--- config.mk ---
export PLATFORM = sky130hd
export DESIGN_NAME = pc_sequencer_flat
export DESIGN_NICKNAME = d
export VERILOG_FILES = /design/src/rtl/pc_sequencer_pkg.sv /design/src/rtl/pc_sequencer_if.sv /design/src/rtl/pc_sequencer_mux.sv /design/src/rtl/pc_sequencer.sv /design/src/flat_wrapper.sv
export SDC_FILE = /design/constraint.sdc
export NUM_CORES = 1
export LEC_CHECK = 0
export ABC_CLOCK_PERIOD_IN_PS = 2400
export CAP_MARGIN = 20
export CORE_MARGIN = 8
export CORE_UTILIZATION = 35
export CTS_BUF_LIST = sky130_fd_sc_hd__clkbuf_16
export CTS_CLUSTER_DIAMETER = 60
export DETAILED_ROUTE_END_ITERATION = 6
export DONT_BUFFER_PORTS = 1
export PLACE_DENSITY = 0.6
export SLEW_MARGIN = 20
export SYNTH_ARGS = -nofsm -noshare
export SYNTH_HDL_FRONTEND = slang
export SYNTH_HIERARCHICAL = 1
export SYNTH_SLANG_ARGS = --single-unit
--- constraint.sdc ---
create_clock -name clk -period 2.4 [get_ports clk]
set_input_delay 0.36 -clock clk [delete_from_list [all_inputs] [get_ports clk]]
set_output_delay 0.36 -clock clk [all_outputs]
set_load 0.02 [all_outputs]
--- src/rtl/pc_sequencer_pkg.sv ---
// Shared types and constants for the fetch-stage next-PC controller.
// Holds the FSM state encoding, mux select encodings and the default reset PC.
package pc_sequencer_pkg;

   localparam int          PC_W_DEF     = 32;
   localparam int          TGT_W_DEF    = 26;
   localparam logic [31:0] RESET_PC_DEF = 32'h0000_0000;

   localparam logic PC_SEL_SEQ = 1'b0;
   localparam logic PC_SEL_JMP = 1'b1;

   typedef enum logic [1:0] {
      IDLE = 2'd0,
      REQ  = 2'd1,
      HOLD = 2'd2
   } state_t;

endpackage

--- src/rtl/pc_sequencer_if.sv ---
// Instruction-memory fetch handshake: request plus address out, acknowledge back.
// The sequencer is the master; the memory (or a bench model) is the slave.
interface pc_sequencer_if #(
   parameter int PC_W = 32
) ();

   logic            req;
   logic [PC_W-1:0] addr;
   logic            ack;

   modport master (output req, output addr, input ack);
   modport slave  (input req, input addr, output ack);

endinterface

--- src/rtl/pc_sequencer_mux.sv ---
// Existing two-input next-PC mux: sel=0 passes in0 (PC+4), sel=1 passes in1 (target).
module pc_sequencer_mux #(
   parameter int W = 32
) (
   input  logic [W-1:0] in0,
   input  logic [W-1:0] in1,
   input  logic         sel,
   output logic [W-1:0] out
);

   assign out = sel ? in1 : in0;

endmodule

--- src/rtl/pc_sequencer.sv ---
// Fetch-stage next-PC controller: owns the PC, runs the imem request/ack handshake
// and folds in stalls and jumps, including jumps that arrive while a fetch is outstanding.
module pc_sequencer
   import pc_sequencer_pkg::*;
#(
   parameter int              PC_W     = PC_W_DEF,
   parameter int              TGT_W    = TGT_W_DEF,
   parameter logic [PC_W-1:0] RESET_PC = RESET_PC_DEF
) (
   input  logic               clk,
   input  logic               rst_n,
   input  logic               stall,
   input  logic               jump_valid,
   input  logic [TGT_W-1:0]   jump_target,
   pc_sequencer_if.master     imem,
   output logic               pc_sel,
   output logic [PC_W-1:0]    pc,
   output logic               instr_valid
);

   state_t             state_r;
   state_t             state_s;
   logic [PC_W-1:0]    pc_r;
   logic               pend_r;
   logic               pend_s;
   logic [TGT_W-1:0]   pend_tgt_r;
   logic [TGT_W-1:0]   pend_tgt_s;
   logic [TGT_W-1:0]   tgt_s;
   logic               pc_load_s;
   logic               pc_sel_s;
   logic               instr_valid_s;
   logic [PC_W-1:0]    seq_pc_s;
   logic [PC_W-1:0]    jmp_pc_s;
   logic [PC_W-1:0]    next_pc_s;

   assign seq_pc_s = pc_r + PC_W'(32'd4);
   assign jmp_pc_s = {{(PC_W-TGT_W){1'b0}}, tgt_s};

   pc_sequencer_mux #(.W(PC_W)) u_mux (
      .in0 (seq_pc_s),
      .in1 (jmp_pc_s),
      .sel (pc_sel_s),
      .out (next_pc_s)
   );

   // Next-state, pending-jump and PC-load decisions.
   always_comb begin
      state_s       = state_r;
      pend_s        = pend_r;
      pend_tgt_s    = pend_tgt_r;
      tgt_s         = pend_tgt_r;
      pc_load_s     = 1'b0;
      pc_sel_s      = PC_SEL_SEQ;
      instr_valid_s = 1'b0;
      case (state_r)
         IDLE: begin
            if (!stall) begin
               state_s = REQ;
            end else begin
               state_s = IDLE;
            end
         end
         REQ: begin
            if (imem.ack) begin
               pc_load_s = 1'b1;
               // A jump seen this cycle is newer than any pending one, so it wins.
               if (jump_valid || pend_r) begin
                  pc_sel_s = PC_SEL_JMP;
                  pend_s   = 1'b0;
                  if (jump_valid) begin
                     tgt_s = jump_target;
                  end else begin
                     tgt_s = pend_tgt_r;
                  end
               end else begin
                  instr_valid_s = 1'b1;
               end
               if (stall) begin
                  state_s = HOLD;
               end else begin
                  state_s = REQ;
               end
            end else if (jump_valid) begin
               pend_s     = 1'b1;
               pend_tgt_s = jump_target;
            end else begin
               pend_s = pend_r;
            end
         end
         HOLD: begin
            if (jump_valid) begin
               pc_load_s = 1'b1;
               pc_sel_s  = PC_SEL_JMP;
               tgt_s     = jump_target;
            end else begin
               pc_load_s = 1'b0;
            end
            if (stall) begin
               state_s = HOLD;
            end else begin
               state_s = REQ;
            end
         end
         default: begin
            state_s = IDLE;
         end
      endcase
   end

   // State, PC and pending-jump registers.
   always_ff @(posedge clk or negedge rst_n) begin
      if (!rst_n) begin
         state_r    <= IDLE;
         pc_r       <= RESET_PC;
         pend_r     <= 1'b0;
         pend_tgt_r <= '0;
      end else begin
         state_r    <= state_s;
         pend_r     <= pend_s;
         pend_tgt_r <= pend_tgt_s;
         if (pc_load_s) begin
            pc_r <= next_pc_s;
         end else begin
            pc_r <= pc_r;
         end
      end
   end

   assign imem.req    = (state_r == REQ);
   assign imem.addr   = pc_r;
   assign pc          = pc_r;
   assign pc_sel      = pc_sel_s;
   assign instr_valid = instr_valid_s;

endmodule

--- src/flat_wrapper.sv ---
// flat-port wrapper written by rule: the top's interface ports become plain ports
module pc_sequencer_flat import pc_sequencer_pkg::*;
#(
   parameter int              PC_W     = PC_W_DEF,
   parameter int              TGT_W    = TGT_W_DEF,
   parameter logic [PC_W-1:0] RESET_PC = RESET_PC_DEF
)
  (clk, rst_n, stall, jump_valid, jump_target, pc_sel, pc, instr_valid, imem_req, imem_addr, imem_ack);
  pc_sequencer_if #(.PC_W(PC_W)) imem_i ();
  input  logic clk;
  input  logic rst_n;
  input  logic stall;
  input  logic jump_valid;
  input  logic [TGT_W-1:0] jump_target;
  output logic pc_sel;
  output logic [PC_W-1:0] pc;
  output logic instr_valid;
  output wire logic [$bits(imem_i.req)-1:0] imem_req;
  output wire logic [$bits(imem_i.addr)-1:0] imem_addr;
  input wire logic [$bits(imem_i.ack)-1:0] imem_ack;
  assign imem_req = imem_i.req;
  assign imem_addr = imem_i.addr;
  assign imem_i.ack = imem_ack;
  pc_sequencer #(.PC_W(PC_W), .TGT_W(TGT_W), .RESET_PC(RESET_PC)) u_core (.clk(clk), .rst_n(rst_n), .stall(stall), .jump_valid(jump_valid), .jump_target(jump_target), .imem(imem_i), .pc_sel(pc_sel), .pc(pc), .instr_valid(instr_valid));
endmodule
After elaboration in Yosys (flattened, before gate mapping)
Index checks and enable logic that the tools add are counted.

Bits in registers: 61. Logic and storage cells: 36. Output and inout port bits: 67.

Multiplexer cells: 21. Equal/unequal tests: 4. Reductions and logical operators: 5. Add/sub/neg operators: 1. Bitwise operators: 1.

Operators with widths (count): 26-bit two-way mux (3); 26-bit one-hot mux with 2 select lines (1); 32-bit by 3-bit adder with 32-bit output, second input constant (1); 32-bit two-way mux (1); 1-bit two-way mux (11); 2-bit one-hot mux with 3 select lines (1); 2-bit two-way mux (2); 2-bit by 1-bit inequality test with 1-bit output, second input constant (2); 1-bit one-hot mux with 2 select lines (2); 3-bit AND reduction (1); 2-bit by 1-bit == test with 1-bit output, second input constant (1); 2-bit == test, second input constant (1); 2-bit logical NOT (1); 2-bit AND reduction (1); 2-bit nonzero test (1); 1-bit logical OR (1); 1-bit inverter (1).

Depth between registers and ports, before layout
Depth after elaboration: 5. Mapped depth: 10. Gate-level depth less buffers: 8.

Hierarchy
The synthesis kept the hierarchy.

By module, submodules not included: pc_sequencer (seq. area each 1526.5 sq um, cells each 302, instances 1, area each 3450.8 sq um); pc_sequencer_mux (seq. area each 0.0 sq um, cells each 36, instances 1, area each 544.3 sq um).

Worst setup path before layout
Ideal clock, no wire load.

Path kind: register -> register. From: register u_core.state_r[1]. To: register u_core.pc_r[0] (netlist: u_core/imem.addr[0]). Setup time: 125 ps. Path buffers: 3. Cell stages (with the launch flop): 11. Arrival time: 2649 ps. Setup slack: -374 ps. Data required time: 2275 ps. Cell sequence: dfrtp_1 inv_1 ha_1 a22o_1 nand2_1 buf_1 nor2_1 buf_6 buf_12 mux2_4 mux2_2.

Cells in the longest elaborated chain, start to end: 3. Elaborated cells on any way between the ends: 6.

Ends and longest elaborated chain: from (decl) (line pc_sequencer.sv:21) `state_t state_r;`; from (signal assigned) (line pc_sequencer.sv:118) `state_r <= state_s;`; 2-bit by 1-bit == test with 1-bit output; net imem_req (line flat_wrapper.sv:18) `output wire logic [$bits(imem_i.req)-1:0] imem_req;`; 1-bit one-hot mux with 2 select lines (line pc_sequencer.sv:55) `case (state_r)`; net pc_sel (line flat_wrapper.sv:15) `output logic pc_sel;`; 32-bit two-way mux (line pc_sequencer_mux.sv:11) `assign out = sel ? in1 : in0;`; net u_core.next_pc_s[0] (line pc_sequencer.sv:34) `logic [PC_W-1:0] next_pc_s;`; to (signal assigned) (line pc_sequencer.sv:122) `pc_r <= next_pc_s;`; to (signal assigned) (line pc_sequencer.sv:124) `pc_r <= pc_r;`; to (decl) (line pc_sequencer.sv:23) `logic [PC_W-1:0] pc_r;`.

The timed path passes the listed nets, and every way through them passes these cells. A chain may end at the register's enable or synchronous reset.

Worst setup path in the final report
From: register u_core.pc_r[2] (netlist: u_core/imem.addr[2]). To: register u_core.pc_r[31] (netlist: u_core/imem.addr[31]).

Cells in the longest elaborated chain, start to end: 2.

Ends and longest elaborated chain: 32-bit by 3-bit adder with 32-bit output (line pc_sequencer.sv:36) `assign seq_pc_s = pc_r + PC_W'(32'd4);`; net u_core.seq_pc_s[31] (line pc_sequencer.sv:32) `logic [PC_W-1:0] seq_pc_s;`; 32-bit two-way mux (line pc_sequencer_mux.sv:11); net u_core.next_pc_s[31] (line pc_sequencer.sv:34).

The timed path passes the listed nets, and every way through them passes these cells.

==> out/results.ini <==
[yosys]
netlist_area_sq_mm = 0.00400
ys_types = 35
synth_warnings = 6
synth_seq_area_share_pct = 38.2
ys_ff_latch = 61
avgSynthCellArea_sq_um = 11.8
syn_inst = 338

[pwr]
ir_worst_vdd_mv = 0.747
power.internal_uw = 3420
sw_frac_of_total_pct = 37.3
clkPwrFrac_pct = 20.1
p_per_area_mw_per_mm2 = 1220
p_leak_uw = 0.00209
p_comb_share_pct = 49.0
power.switching_uw = 2030
pwr-share-seq_pct = 30.9

[layout]
multi_input_area_sq_mm = 0.00211
fill_cells = 1072
finish.instance_area_sq_mm = 0.00447
fin_util_pct = 39.7
layout.nets = 385
n_antenna_cell = 0
drive_above_1_share_pct = 45.2
regArea_sq_mm = 0.00153
areaGrowthSynthToFinish_pct = 12.0

[floorplan]
dieWidth_um = 123
fp.dieH_um = 123
boundaryPins = 98
rows = 39
core_sq_mm = 0.0113
dieArea_sq_mm = 0.0151
initial_core_util_pct = 35.4

[global_route]
grt_pass1_vias = 2741
grt_use_total_pct = 12.9
grt_pass1_wl_um = 15000
overflow = 0
antenna_found_initial = 0
grt_max_degree = 62

[routing]
drt-pass1-iter-count = 4
drc = 0
wl_um = 9300
vias = 2543
ant_nets = 0
viasPerCell = 5.14
drt-initial-drc-count = 142
wire_per_inst_um = 18.8

[clock_tree]
worstSkewPairLatency_ns = 0.32
h-tree-depth = 3
clk_path_buf_depth = 2
cts_buffers = 9
post_cts_buffers = 0
cts.reportedPaths.clkPinSlew_ns = 0.05
cts-root-buf = clkbuf_16
cts.sinks = 61
cts_tree = done

[sta]
final.hold.worst_slack_ns = 0.124
period_needed_ns = 2.25
fin_crit_sh_pct = 93.7
rsz0062_at_grt = no
hold_violations = 0
setup_viol_count_final = 0
setup_tns_ns = 0
timing.fmax_mhz = 444
maxSlewViolCount = 0
fin_skew_ns = 0.00606

[worst_setup_path]
cp_top_family = simple AND/OR/NAND/NOR gates
cp.arrival_ns = 2.45
crit_chain = buf_4, nand4_4, nor4_4, or4b_1, xnor2_1, mux2_2, mux2_2
critPathRequiredTime_ns = 2.60
startpoint_type = flop
crit_path_max_fanout = 6
crit_path_frequent_cell = mux2_2
slowest_delay_ns = 0.49
crit_buf_inv = 1
slowest_stage = or4b_1
cp-end-kind = flop
worst-setup-path-type = flop to flop

[place]
dp_hpwl_um = 6650
io_buffers = 0
placed_cell_area_sq_mm = 0.00419
place.gp.congestion = 0.816

[run]
cap_violations = 0

[outcome]
status = complete, no violations

[min_path]
hp-class = input port to flop

sequential cells by signal, summed over array words and instances, names as in the netlist:
name,count
u_core/imem.addr,32
u_core/pend_tgt_r,26
u_core/state_r,2
u_core/pend_r,1
per-layer routing:
metal,wire [um],vias up,track usage (%)
li1,-,1193,-
met1,3860,1274,14.8
met2,4530,65,21.3
met3,777,11,5.75
met4,129,0,4.11
met5,0,-,0
placed cells by master (no fill, tap or decap), drive strengths merged:
master,instances
a21oi,3
a22o,27
and2,1
and3,3
and4,3
buf,44
clkbuf,9
clkinv,4
conb,6
dfrtp,61
dlygate4sd3,1
ha,5
inv,7
mux2,90
nand2,16
nand2b,1
nand3,8
nand4,9
nor2,13
nor2b,2
nor3,4
nor4,1
o21ai,2
o41ai,1
or2,1
or4,1
or4b,1
xnor2,17
xor2,11
logic make-up after synthesis:
group | count (synthesis) | synth area share (%)
xor gates and xnor gates | 28 | 6.14
and+or+nand+nor | 64 | 9.18
adders and majority gates | 5 | 1.57
DFF | 61 | 38.2
muxes | 90 | 28.2
other | 1 | 0.0939
buffers and inverters | 56 | 9.87
AOI/OAI and AO/OA | 33 | 6.76
cell type report:
class                           instances  area share, %
Multi-Input combinational cell        226           47.1
Sequential cell                        61           34.2
Timing Repair Buffer                   45           8.61
Clock buffer                            9           5.03
Tap cell                              143           4.00
Inverter                                6          0.503
Clock inverter                          5          0.475
worst register-to-register path: stages, from the launching register on:
cell and delay [ns]:
dfrtp_1 0.35, buf_4 0.22, nand4_4 0.12, nor4_4 0.28, or4b_1 0.50, xnor2_1 0.14
mux2_2 0.26, mux2_2 0.25
cell usage after synthesis, drive strengths merged:
master / count / share of area, %
mux2: 90 / 28
dfrtp: 61 / 38
buf: 41 / 8.5
a22o: 27 / 5.9
xnor2: 17 / 3.7
nand2: 16 / 1.5
nor2: 13 / 1.2
xor2: 11 / 2.4
clkbuf: 9 / 0.85
nand4: 9 / 1.9
nand3: 8 / 1.0
inv: 6 / 0.56
ha: 5 / 1.6
nor3: 4 / 0.63
a21oi: 3 / 0.38
and3: 3 / 0.47
and4: 3 / 0.66
nor2b: 2 / 0.31
o21ai: 2 / 0.25
and2: 1 / 0.16
conb: 1 / 0.094
nand2b: 1 / 0.16
nor4: 1 / 0.53
o41ai: 1 / 0.22
or2: 1 / 0.16
or4: 1 / 0.19
or4b: 1 / 0.25
power groups by stage:
stage,logic (uW),clock network (uW),registers (uW)
after detailed placement,2690,0,1700
after floorplan,2060,0,1870
after global routing,2900,1180,1740
final,2670,1090,1690
after CTS,2730,1140,1690
after global placement,2640,0,1680
path summary, 6_finish.rpt:
path                                                   from                               end  slack [ns]  cells after the start
max                         u_core/imem.addr[2]$_DFFE_PN0P_  u_core/imem.addr[31]$_DFFE_PN0P_        0.15                      7
min                                                imem_ack         u_core/pend_r$_DFFE_PN0P_        0.12                      1
max reg2reg                 u_core/imem.addr[2]$_DFFE_PN0P_  u_core/imem.addr[31]$_DFFE_PN0P_        0.15                      7
min reg2reg                u_core/pend_tgt_r[1]$_DFFE_PN0P_  u_core/pend_tgt_r[1]$_DFFE_PN0P_        0.50                      1
max in group asynchronous                             rst_n   u_core/imem.addr[5]$_DFFE_PN0P_        1.54                      2
min in group asynchronous                             rst_n     u_core/state_r[0]$_DFFE_PN0N_        0.57                      2
through the flow:
step	total power, uW	cells	worst slack, ns
floorplan	3930	343	0.00203
global placement	4320	479	0.162
detailed placement	4390	479	0.0791
CTS	5560	495	0.0259
global route	5820	495	0.0495
finish	5450	495	0.150
repair_timing:
| action | 4_1_cts | 5_1_grt |
|---|---|---|
| setup endpoints to repair | 0 | 4 |
| hold buffers | 2 | 0 |
| resized for setup | 0 | 1 |
| endpoints found under the hold margin | 61 | 0 |
(Power assumes the default switching activity.)
